==> src/rtl/tia_horizontal_sequencer.sv <==
// Horizontal timebase: divide-by-4 slot phases, slot counter with RSYNC reload
// and registered per-slot line strobes.
module tia_horizontal_sequencer #(
  parameter int LINE_COUNTS = 57,
  parameter int SHB_POS     = 0,
  parameter int SHS_POS     = 4,
  parameter int RHS_POS     = 8,
  parameter int RCB_POS     = 12,
  parameter int RHB_POS     = 16,
  parameter int LRHB_POS    = 18
) (
  input  logic       clk,
  input  logic       reset,
  input  logic       rsync,
  output logic       hphi1,
  output logic       hphi2,
  output logic       shb,
  output logic       shs,
  output logic       rhs,
  output logic       rcb,
  output logic       rhb,
  output logic       lrhb,
  output logic       cnt,
  output logic       rsynd,
  output logic [5:0] hcount,
  output logic       line_start
);
  localparam logic [5:0] LAST = 6'(LINE_COUNTS - 1);

  logic [1:0] p_q, p_d;
  logic [5:0] slot_q, slot_d;
  logic       rpend_q, rpend_d;
  logic [10:0] out_q, out_d;
  logic [5:0] hcount_q;

  always_comb begin
    p_d     = p_q + 2'd1;
    slot_d  = slot_q;
    rpend_d = rpend_q;
    if (p_q == 2'd3) begin
      // A pending or coincident RSYNC wins over the normal wrap/advance.
      if (rpend_q || rsync) begin
        slot_d  = '0;
        rpend_d = 1'b0;
      end else if (slot_q == LAST) begin
        slot_d = '0;
      end else begin
        slot_d = slot_q + 6'd1;
      end
    end else if (rsync) begin
      rpend_d = 1'b1;
    end
    out_d = {
      p_d == 2'd0,
      p_d == 2'd2,
      slot_d == 6'(SHB_POS),
      slot_d == 6'(SHS_POS),
      slot_d == 6'(RHS_POS),
      slot_d == 6'(RCB_POS),
      slot_d == 6'(RHB_POS),
      slot_d == 6'(LRHB_POS),
      slot_d == LAST,
      rpend_d,
      (p_d == 2'd0) && (slot_d == 6'd0)
    };
  end

  always_ff @(posedge clk or posedge reset) begin
    if (reset) begin
      p_q      <= 2'd3;
      slot_q   <= LAST;
      rpend_q  <= 1'b0;
      out_q    <= '0;
      hcount_q <= '0;
    end else begin
      p_q      <= p_d;
      slot_q   <= slot_d;
      rpend_q  <= rpend_d;
      out_q    <= out_d;
      hcount_q <= slot_d;
    end
  end

  assign {hphi1, hphi2, shb, shs, rhs, rcb, rhb, lrhb, cnt, rsynd, line_start} = out_q;
  assign hcount = hcount_q;
endmodule
==> config.mk <==
export PLATFORM = sky130hd
export DESIGN_NAME = tia_horizontal_sequencer
export DESIGN_NICKNAME = d
export VERILOG_FILES = /design/src/rtl/tia_horizontal_sequencer.sv
export SDC_FILE = /design/constraint.sdc
export NUM_CORES = 1
export LEC_CHECK = 0
export BUFFER_PORTS_ARGS = -buffer_cell sky130_fd_sc_hd__buf_2
export CORE_MARGIN = 2
export CORE_UTILIZATION = 40
export CTS_BUF_LIST = sky130_fd_sc_hd__clkbuf_2 sky130_fd_sc_hd__clkbuf_4 sky130_fd_sc_hd__clkbuf_8
export DETAILED_ROUTE_END_ITERATION = 8
export SLEW_MARGIN = 10
export SYNTH_ARGS = -nofsm -noshare
export SYNTH_HDL_FRONTEND = slang
export SYNTH_SLANG_ARGS = --single-unit
export TNS_END_PERCENT = 5
==> constraint.sdc <==
create_clock -name clk -period 2.2 [get_ports clk]
set_input_delay 0.22 -clock clk [delete_from_list [all_inputs] [get_ports clk]]
set_output_delay 0.22 -clock clk [all_outputs]
set_load 0.02 [all_outputs]
# [Word-level counts from Yosys, hierarchy flattened]
# Index checks and enable logic that the tools add are counted.
# Widths: inputs -> output; s select.
[classes] n_div=0 shift=0 n_lt_le_gt_ge=0 bitwise_logic=0 mul=0 reduce_logical=4 n_mux=6 n_eq_ne=9 addsub=2
[op_table] operator="$mux 6" n=3
[op_table] operator="$eq 6x4->1 const B" n=2
[op_table] operator="$eq 6x5->1 const B" n=2
[op_table] operator="$eq 6x6->1 const B" n=2
[op_table] operator="$add 6x1->6 const B" n=1
[op_table] operator="$eq 6x3->1 const B" n=1
[op_table] operator="$logic_not 6->1" n=1
[op_table] operator="$eq 2x2->1 const B" n=2
[op_table] operator="$mux 1" n=3
[op_table] operator="$add 2x1->2 const B" n=1
[op_table] operator="$logic_not 2->1" n=1
[op_table] operator="$logic_and 1x1->1" n=1
[op_table] operator="$logic_or 1x1->1" n=1
[totals] n_memories=0 latchBits=0 inputBits=3 ram_bits=0 register_bits=26 mem_bits_ro=0

# [Longest topological paths before layout]
# Gate-level depths: netlist of the first run.
[logic_depth] depth_word=6 depth_mapped=7 ltp_nobuf=6

# [Worst setup path before layout of the first run]
# Ideal clock, no wire load.
[synth_timing] path_type="reg2reg" from="register p_q[0]" to="register out_q[2]" slack_ps=356 arrival_ps=1723 setup_ps=121 synth_period_minus_slack_ps=1844 stages_incl_launch_ff=7 cell_sequence="dfstp_2 > ha_1 > buf_6 > nor3b_2 > o31ai_1 > o211ai_1 > and4bb_1"
[synth_via] elab_chain_cells=3
[synth_lines] item="start, declared" line_no="30" source="logic [1:0] p_q, p_d;"
[synth_lines] item="start signal, assigned" line_no="76" source="p_q <= p_d;"
[synth_lines] item="$eq 2x2->1" line_no="40" source="if (p_q == 2'd3) begin"
[synth_lines] item="$mux 6" line_no="40"
[synth_lines] item="$eq 6x6->1" line_no="62" source="slot_d == LAST,"
[synth_lines] item="net out_d[2]" line_no="33" source="logic [10:0] out_q, out_d;"
[synth_lines] item="end signal, assigned" line_no="79" source="out_q <= out_d;"
[synth_lines] item="end, declared" line_no="33"
# The timed path passes the listed nets, and every way through them passes these cells.

# [Worst setup path in the final report of the first run]
[layout_timing] from="register p_q[0]" to="register out_q[0]"
[layout_via] elab_chain_cells=4 elab_cells_between_ends=6 classes_between="1 x add/sub; 1 x eq/ne; 1 x mux; 3 x reduce/logical"
[layout_lines] item="$eq 2x2->1" line_no="40"
[layout_lines] item="$mux 6" line_no="40"
[layout_lines] item="$logic_not 6->1" line_no="64" source="(p_d == 2'd0) && (slot_d == 6'd0)"
[layout_lines] item="$logic_and 1x1->1 (*)" line_no="64"
[layout_lines] item="net out_d[0]" line_no="33"
# Mark *: on every way through the listed nets, which the timed path passes. The rest lies on a longest branch.

==> results.md, run 1 <==
- The clock drives 22 sinks.
- sky130_fd_sc_hd__dfrtp_1 takes more of the synthesized area than any other cell.
- The worst-path maximum fanout is 15.
- The wire length of the first global-routing pass is 3.66 mm.
- The fraction of layout instances using a drive strength above 1 is 40.2%.
- For this design the top-level I/O count stands at 20.
- The relative slew slack is 46.1%.
- Entering global routing, the biggest net connects 23 pins.
- Subtracting the final worst setup slack from the clock period gives 2060 ps.
- The layout overhead on the synthesized area is 11.4%.
- The worst setup path is of the reg -> reg kind.
- The required time of the critical path is 2410 ps.
- The setup slack of the worst register-to-register path is 140 ps.
- The worst path meets setup with 138 ps of slack.
- The total CTS buffers is 3.
- The upper clock frequency limit is 485 MHz.
- Measured along the y axis, the die boundary spans 59.2 um.
- For the final database, setup skew stands at 3.96 ps.
- The power density of the placed cells is 557 mW/mm^2.
- The design draws 0.755 mW.
- Setup repair after global routing left no endpoint under its margin.
- The most used flip-flop cell after synthesis is sky130_fd_sc_hd__dfrtp_1.
- The H-tree depth is 1.
- The path type of the worst min-delay path is in -> async.
- After synthesis, the cell types taking the most area are sky130_fd_sc_hd__dfrtp_1, sky130_fd_sc_hd__dfstp_2, sky130_fd_sc_hd__ha_1.
- In this run the cell area of the synthesized design comes to 0.00122 mm^2.
- Among all stages on the critical path, the largest delay is contributed by sky130_fd_sc_hd__dfstp_2.
- The net count after synthesis is 114.
- The final period utilization is 93.7%.
- The proportion of synthesized flip-flops having asynchronous set or reset is 100%.
- For this block, the initial DRC count from the detailed router was 16.
- The area of the core region is 0.00298 mm^2.
- The beginning of the critical path is p_q[0].
- The longest clock path from root to sink contains 2 buffers.
- After clock tree synthesis, the clock-pin slew on the worst setup and hold paths is 130 ps.
- The peak ir drop on the vdd network is 0.356 mV.
- The HPWL after detailed placement is 1.65 mm.
- The weighted congestion at the end of routability-driven global placement is 0.844.
- Wires add up to 2.27 mm.
- After synthesis, the largest area contributor takes up 34.9% of total cell area.
- The worst-case hold slack is 33.0 ps.
- The worst setup path is captured at a flop.
- The startpoint identified for the worst register-to-register timing path is p_q[0].
- At the pin with the least slew margin, the transition time is 807 ps.
- The final max-slew violation count came to 0.
- The count of mapped cells out of synthesis is 106.
- Setup total negative slack on the finished layout was measured at 0 ps.
- The width of the chip is 59.2 um.
- The run finished with clean final reports.
- 0 antenna diodes ended up in the layout.
- Sequential elements use 45.7% of the synthesized area.
- The insertion delay of the later-clocked pin in the worst-skew pair is 320 ps.
- The number of flip-flops and latches in the synthesized netlist is 22.
- The via count of the first global-routing pass was 746.
- The count of endpoints failing hold in the final timing report is 0.
- The overall global routing resource usage is 14.2%.
- The Yosys step of the flow raised 0 warnings.
- The worst setup path is launched from a flop.
- The total vias in the final route is 859.
- The worst slack at placement is 165 ps.
- Counting flops with a built-in enable in the synthesized netlist gives 0.
- Using the TritonRoute via totals, the vias-per-cell ratio works out to 5.54.
- Global routing finished with a remaining overflow of 0.
- The number of unique standard cell types used by synthesis is 42.
- The remaining routing DRC violations is 0.
- Once the floorplan was initialized, standard cells occupied 40.9% of the core.
- The most frequent cell after synthesis is sky130_fd_sc_hd__dfrtp_1.
- The floorplan has 20 rows.
- TritonCTS built the clock tree.
- Walking the worst path, the cells encountered are ha_1, buf_12, nand3_1, mux2_2, and3_2, nor4_1.
- On the worst path, the slowest cell contributes a delay of 580 ps.
- The initial antenna violation count came to 0.
- By count the netlist is led by sky130_fd_sc_hd__dfrtp_1, sky130_fd_sc_hd__inv_1, sky130_fd_sc_hd__nand2_1, sky130_fd_sc_hd__nor2_1.
- The final number of setup-violating endpoints is 0.
- The net count of the finished layout is 131.
- The cell at the root of the clock tree is sky130_fd_sc_hd__clkbuf_4.
- The length of the first detailed-routing pass in iterations is 4.
- The reported max-cap violation count is 0.
- The count of cells along the worst register-to-register path is 6.
- The data arrival time at the worst-slack endpoint is 2280 ps.
- The average wire per standard cell is 14.7 um.
- The area of the die is 0.00350 mm^2.
- Buffers placed on the I/O ports in this run total 19.
- The post-detailed-route count of antenna-violating nets is 0.
- The average footprint of a synthesized cell is 11.5 um^2.
- The leakage power of the design is 0.643 nW.
-- routing by layer --
metal	up-vias	part of all wire [%]	track usage (%)	wire length [um]
met3	5	3.4	3.49	77
met5	-	0	0	0
met4	0	1.7	5.84	38
li1	412	-	-	-
met1	425	47	19.7	1080
met2	17	48	21.1	1080
-- cells in the final DEF, fill, tap and decap left out, drive strengths merged --
cell type,synthesis,routed
nor3b,1,1
nand4,1,1
nor2b,3,3
bufinv,0,1
dfrtp,17,17
a32oi,1,1
a31o,1,1
or2b,1,1
dfstp,5,5
a32o,1,1
a21oi,3,3
and3,3,3
o22ai,2,2
and4b,1,1
or2,1,1
o311a,1,1
o22a,1,1
nor2,7,7
and3b,1,1
a31oi,3,3
and4,1,1
ha,5,5
nand3,1,1
nor4b,3,3
buf,10,22
o311ai,1,1
mux2i,1,1
nand2b,2,2
clkbuf,0,3
nand2,6,6
nor4,4,4
o31ai,3,3
and4bb,1,1
o21ai,1,1
nand4b,1,1
a211o,1,1
o21a,1,1
inv,7,7
mux2,2,2
o211ai,1,1
-- state kept, by name, summed over array words and instances (netlist names) --
signal,cells
hcount,3
p_q,2
slot_q,6
out_q,11
-- through the flow --
| step | area (um^2) | std cells | util, % |
|---|---|---|---|
| 6_report | 1360 | 155 | 45.5 |
| 5_1_grt | 1360 | 155 | 45.5 |
| 4_1_cts | 1350 | 155 | 45.3 |
| 3_5_place_dp | 1300 | 151 | 43.6 |
| 3_3_place_gp | 1300 | 151 | 43.6 |
| 2_1_floorplan | 1220 | 106 | - |
-- power by group --
part	internal, mW	total [mW]	switching, mW
Sequential	0.407	0.410	0.00299
Combinational	0.00817	0.0284	0.0202
Clock	0.184	0.317	0.132
Total	0.599	0.755	0.155
-- final timing paths --
kind	to
worst min register to register	p_q[0]
min in group clk	out_q[1]
worst min-delay path	out_q[10]
max in group asynchronous	slot_q[1]
worst max register to register	out_q[0]
worst max-delay path	out_q[0]
-- area by class of cell --
class / instances / area (um^2)
Multi-Input combinational cell: 67 / 549
Tap cell: 33 / 41.3
Timing Repair Buffer: 22 / 130
Inverter: 7 / 26.3
Clock buffer: 3 / 22.5
Clock inverter: 1 / 30.0
Fill cell: 285 / 1620
Sequential cell: 22 / 557
-- critical path: cells and delay by family, from the launching register on --
family                     cells  cell delay (ps)
DFF                            1              580
muxes                          1              280
buffers and inverters          1              170
adders and majority gates      1              290
and+or+nand+nor                3              640
-- kinds of logic after synthesis --
family,Yosys count,synth area share (%)
compound gates,21,13.7
fa+ha+maj,5,5.14
buf+inv,17,9.66
flops,22,45.7
mux,3,2.67
simple gates,38,23.1
-- timing repair --
| action | 4_1_cts | 5_1_grt |
|---|---|---|
| hold buffers | 0 | 0 |
| setup endpoints to repair | 0 | 2 |
| setup buffers | 0 | 0 |
| gates resized for setup | 0 | 2 |
(Power assumes the default switching activity.)
==> inputs of run 2 (changes only) <==
CELL_PAD_IN_SITES_DETAIL_PLACEMENT = 1   (was unset)
CELL_PAD_IN_SITES_GLOBAL_PLACEMENT = 1   (was unset)
GPL_ROUTABILITY_DRIVEN = 0   (was unset)
PLACE_DENSITY_LB_ADDON = 0.1   (was unset)
==> run 2 against run 1 <==
Effect of this change:
- final area down 0.55%
- count of clock-buffer cells in the layout is 1 higher
- fmax down 0.51%
- final cell count increased by 1.9%
- clock power decreased by 32%
- power decreased by 13%
- first-iteration DRC count rose by 56%
- sequential power about the same
- hold slack better by 33 ps
- setup slack worse by 11 ps
==> results.md, run 2 (synthesis results as in run 1) <==
- The leakage power of the design was 0.643 nW (about the same).
- The required time of the critical path is 2390 ps (was 2410 ps).
- The effective utilization at floorplan is 40.9% (unchanged).
- The count of standard-cell rows is 20 (unchanged).
- The slew at the pin with the worst max-slew slack is 830 ps (was 807 ps).
- The chip height is 59.2 um (unchanged).
- The area of the die is 0.00350 mm^2 (unchanged).
- The area of the core region came to 0.00298 mm^2 (unchanged).
- The width of the chip is 59.2 um (unchanged).
- The final max-slew violation count was 0 (unchanged).
- The count of endpoints failing hold in the final timing report is 0 (unchanged).
- The type of the worst setup path is reg -> reg (unchanged).
- The count of cells along the worst register-to-register path came to 7 (was 6).
- The setup slack of the worst register-to-register path came to 130 ps (was 140 ps).
- The net switching power is 0.140 mW (was 0.155 mW).
- The total CTS buffers came to 3 (unchanged).
- Outcome: finished, final reports clean (unchanged).
- The critical path startpoint category is a flop (unchanged).
- The clock tree from TritonCTS was done (unchanged).
- The H-tree depth is 1 (unchanged).
- The detailed placement HPWL was 2.00 mm (was 1.65 mm).
- The clock-pin slew on the worst setup and hold paths came to 120 ps (was 130 ps).
- The number of DRC markers in iteration 0 came to 25 (was 16).
- The initial antenna violation count is 0 (unchanged).
- The insertion delay of the later-clocked pin in the worst-skew pair is 300 ps (was 320 ps).
- The relative slew slack is 44.6% (was 46.1%).
- The top register by number of flip-flops is out_q (unchanged).
- The fraction of layout instances using a drive strength above 1 is 40.8% (was 40.2%).
- The data arrival time at the worst-slack endpoint is 2260 ps (was 2280 ps).
- The beginning of the critical path is slot_q[0] (was p_q[0]).
- The remaining routing DRC violations was 0 (unchanged).
- The flip-flop count of the largest register after layout is 11 (unchanged).
- The cell at the root of the clock tree was sky130_fd_sc_hd__clkbuf_4 (unchanged).
- The wire length of the first global-routing pass is 4.40 mm (was 3.66 mm).
- The final period utilization is 94.2% (was 93.7%).
- The vias per cell is 5.46 (was 5.54).
- The sum of overflow across all layers after global routing is 0 (unchanged).
- The most common cell after layout, fill and taps aside is sky130_fd_sc_hd__buf_2 (unchanged).
- The worst clock skew on the final layout came to 6.24 ps (was 3.96 ps).
- The category of the worst setup path capture point is a flop (unchanged).
- The number of buffer cells added on primary ports is 19 (unchanged).
- The worst-path maximum fanout is 9 (was 15).
- The final number of setup-violating endpoints is 0 (unchanged).
- The internal power consumption is 0.516 mW (was 0.599 mW).
- The clock network power share came to 33.0% (was 41.9%).
- The antenna diode count is 0 (unchanged).
- The net switching fraction of the power is 21.3% (was 20.6%).
- The endpoint of the lowest-slack register-to-register path is out_q[0] (unchanged).
- The shortest clock period the worst path allows after layout is 2070 ps (was 2060 ps).
- The source of the worst register-to-register timing path is slot_q[0] (was p_q[0]).
- The net count of the finished layout is 134 (was 131).
- The power consumption is 0.656 mW (was 0.755 mW).
- The cell total after placement came to 154 (was 151).
- The length of the first detailed-routing pass in iterations is 4 (unchanged).
- The overall global routing resource usage is 16.7% (was 14.2%).
- The layout overhead on the synthesized area is 10.8% (was 11.4%).
- Most frequent cells in the layout: sky130_fd_sc_hd__buf_2, sky130_fd_sc_hd__dfrtp_1, sky130_fd_sc_hd__inv_1 (was sky130_fd_sc_hd__buf_2, sky130_fd_sc_hd__dfrtp_1, sky130_fd_sc_hd__inv_1, sky130_fd_sc_hd__nand2_1, sky130_fd_sc_hd__nor2_1).
- The number of top-level pins is 20 (unchanged).
- The proportion of power drawn by combinational gates came to 4.6% (was 3.8%).
- The total vias in the final route is 863 (was 859).
- The post-detailed-route count of antenna-violating nets is 0 (unchanged).
- The detailed-route wire length is 2.64 mm (was 2.27 mm).
- The path type of the worst min-delay path is in -> async (unchanged).
- The upper clock frequency limit is 483 MHz (was 485 MHz).
- The via count of the first global-routing pass is 913 (was 746).
- The count of non-filler cells in the finished layout was 158 (was 155).
- The sequential share of power is 62.4% (was 54.3%).
- The reported max-cap violation count is 0 (unchanged).
- The average wire per standard cell is 16.7 um (was 14.7 um).
- The clock sink count came to 22 (unchanged).
- The number of buffers on the longest clock path is 2 (unchanged).
- The power density of the placed cells is 486 mW/mm^2 (was 557 mW/mm^2).
- The largest net degree at the start of global routing is 23 (unchanged).
- The peak ir drop on the vdd network is 0.424 mV (was 0.356 mV).
==> run 2: metrics by stage <==
stage,TNS [ps],util (%),hold WS (ps),cell area (um^2),setup WS (ps)
4_1_cts,0,45.1,84.4,1340,84.9
2_1_floorplan,0,-,206,1220,356
3_5_place_dp,0,43.9,426,1310,172
3_3_place_gp,0,43.9,418,1310,221
5_1_grt,-45.0,45.3,135,1350,-28.6
6_report,0,45.3,65.6,1350,128
==> run 2: cell type report <==
class / count / area, um^2
timing repair buffer: 25 / 140
multi-input combinational: 67 / 548
fill: 342 / 1630
sequential: 22 / 557
tap: 33 / 41.3
inverter: 7 / 26.3
clock buffer: 4 / 36.3
==> run 2: how the worst max path moves through the flow <==
| stage | to | slack (ps) |
|---|---|---|
| 2_1_floorplan | out_q[2] | 360 |
| 3_5_place_dp | out_q[0] | 170 |
| 5_1_grt | out_q[0] | -30 |
| 4_1_cts | out_q[0] | 80 |
| 3_3_place_gp | out_q[0] | 220 |
| 6_report | out_q[0] | 130 |
==> run 2: timing repair <==
action,4_1_cts,5_1_grt
endpoints found under the setup margin,0,3
gates resized for setup,0,1
hold buffers,0,0
setup buffers,0,0
==> run 2: metal layers <==
metal	GRT usage (%)	routed length (um)	vias to the layer above
li1	-	-	420
met1	23.8	1290	422
met2	26.5	1250	17
met3	3.06	73	4
met4	3.90	22	0
met5	0	0	-
==> run 2: worst max-delay path: stages, from the launching register on <==
cell and delay (ps):
sky130_fd_sc_hd__dfrtp_1 490, sky130_fd_sc_hd__inv_1 140, sky130_fd_sc_hd__ha_1 240, sky130_fd_sc_hd__nand2_1 90
sky130_fd_sc_hd__o31ai_2 290, sky130_fd_sc_hd__o211ai_1 250, sky130_fd_sc_hd__buf_4 210, sky130_fd_sc_hd__nor4_1 270
==> run 2: power groups by stage <==
stage | Combinational [mW] | Sequential (mW) | Clock (mW)
2_1_floorplan | 0.0202 | 0.418 | 0
3_3_place_gp | 0.0304 | 0.417 | 0
3_5_place_dp | 0.0307 | 0.417 | 0
4_1_cts | 0.0308 | 0.410 | 0.225
5_1_grt | 0.0343 | 0.410 | 0.244
6_report | 0.0301 | 0.410 | 0.216
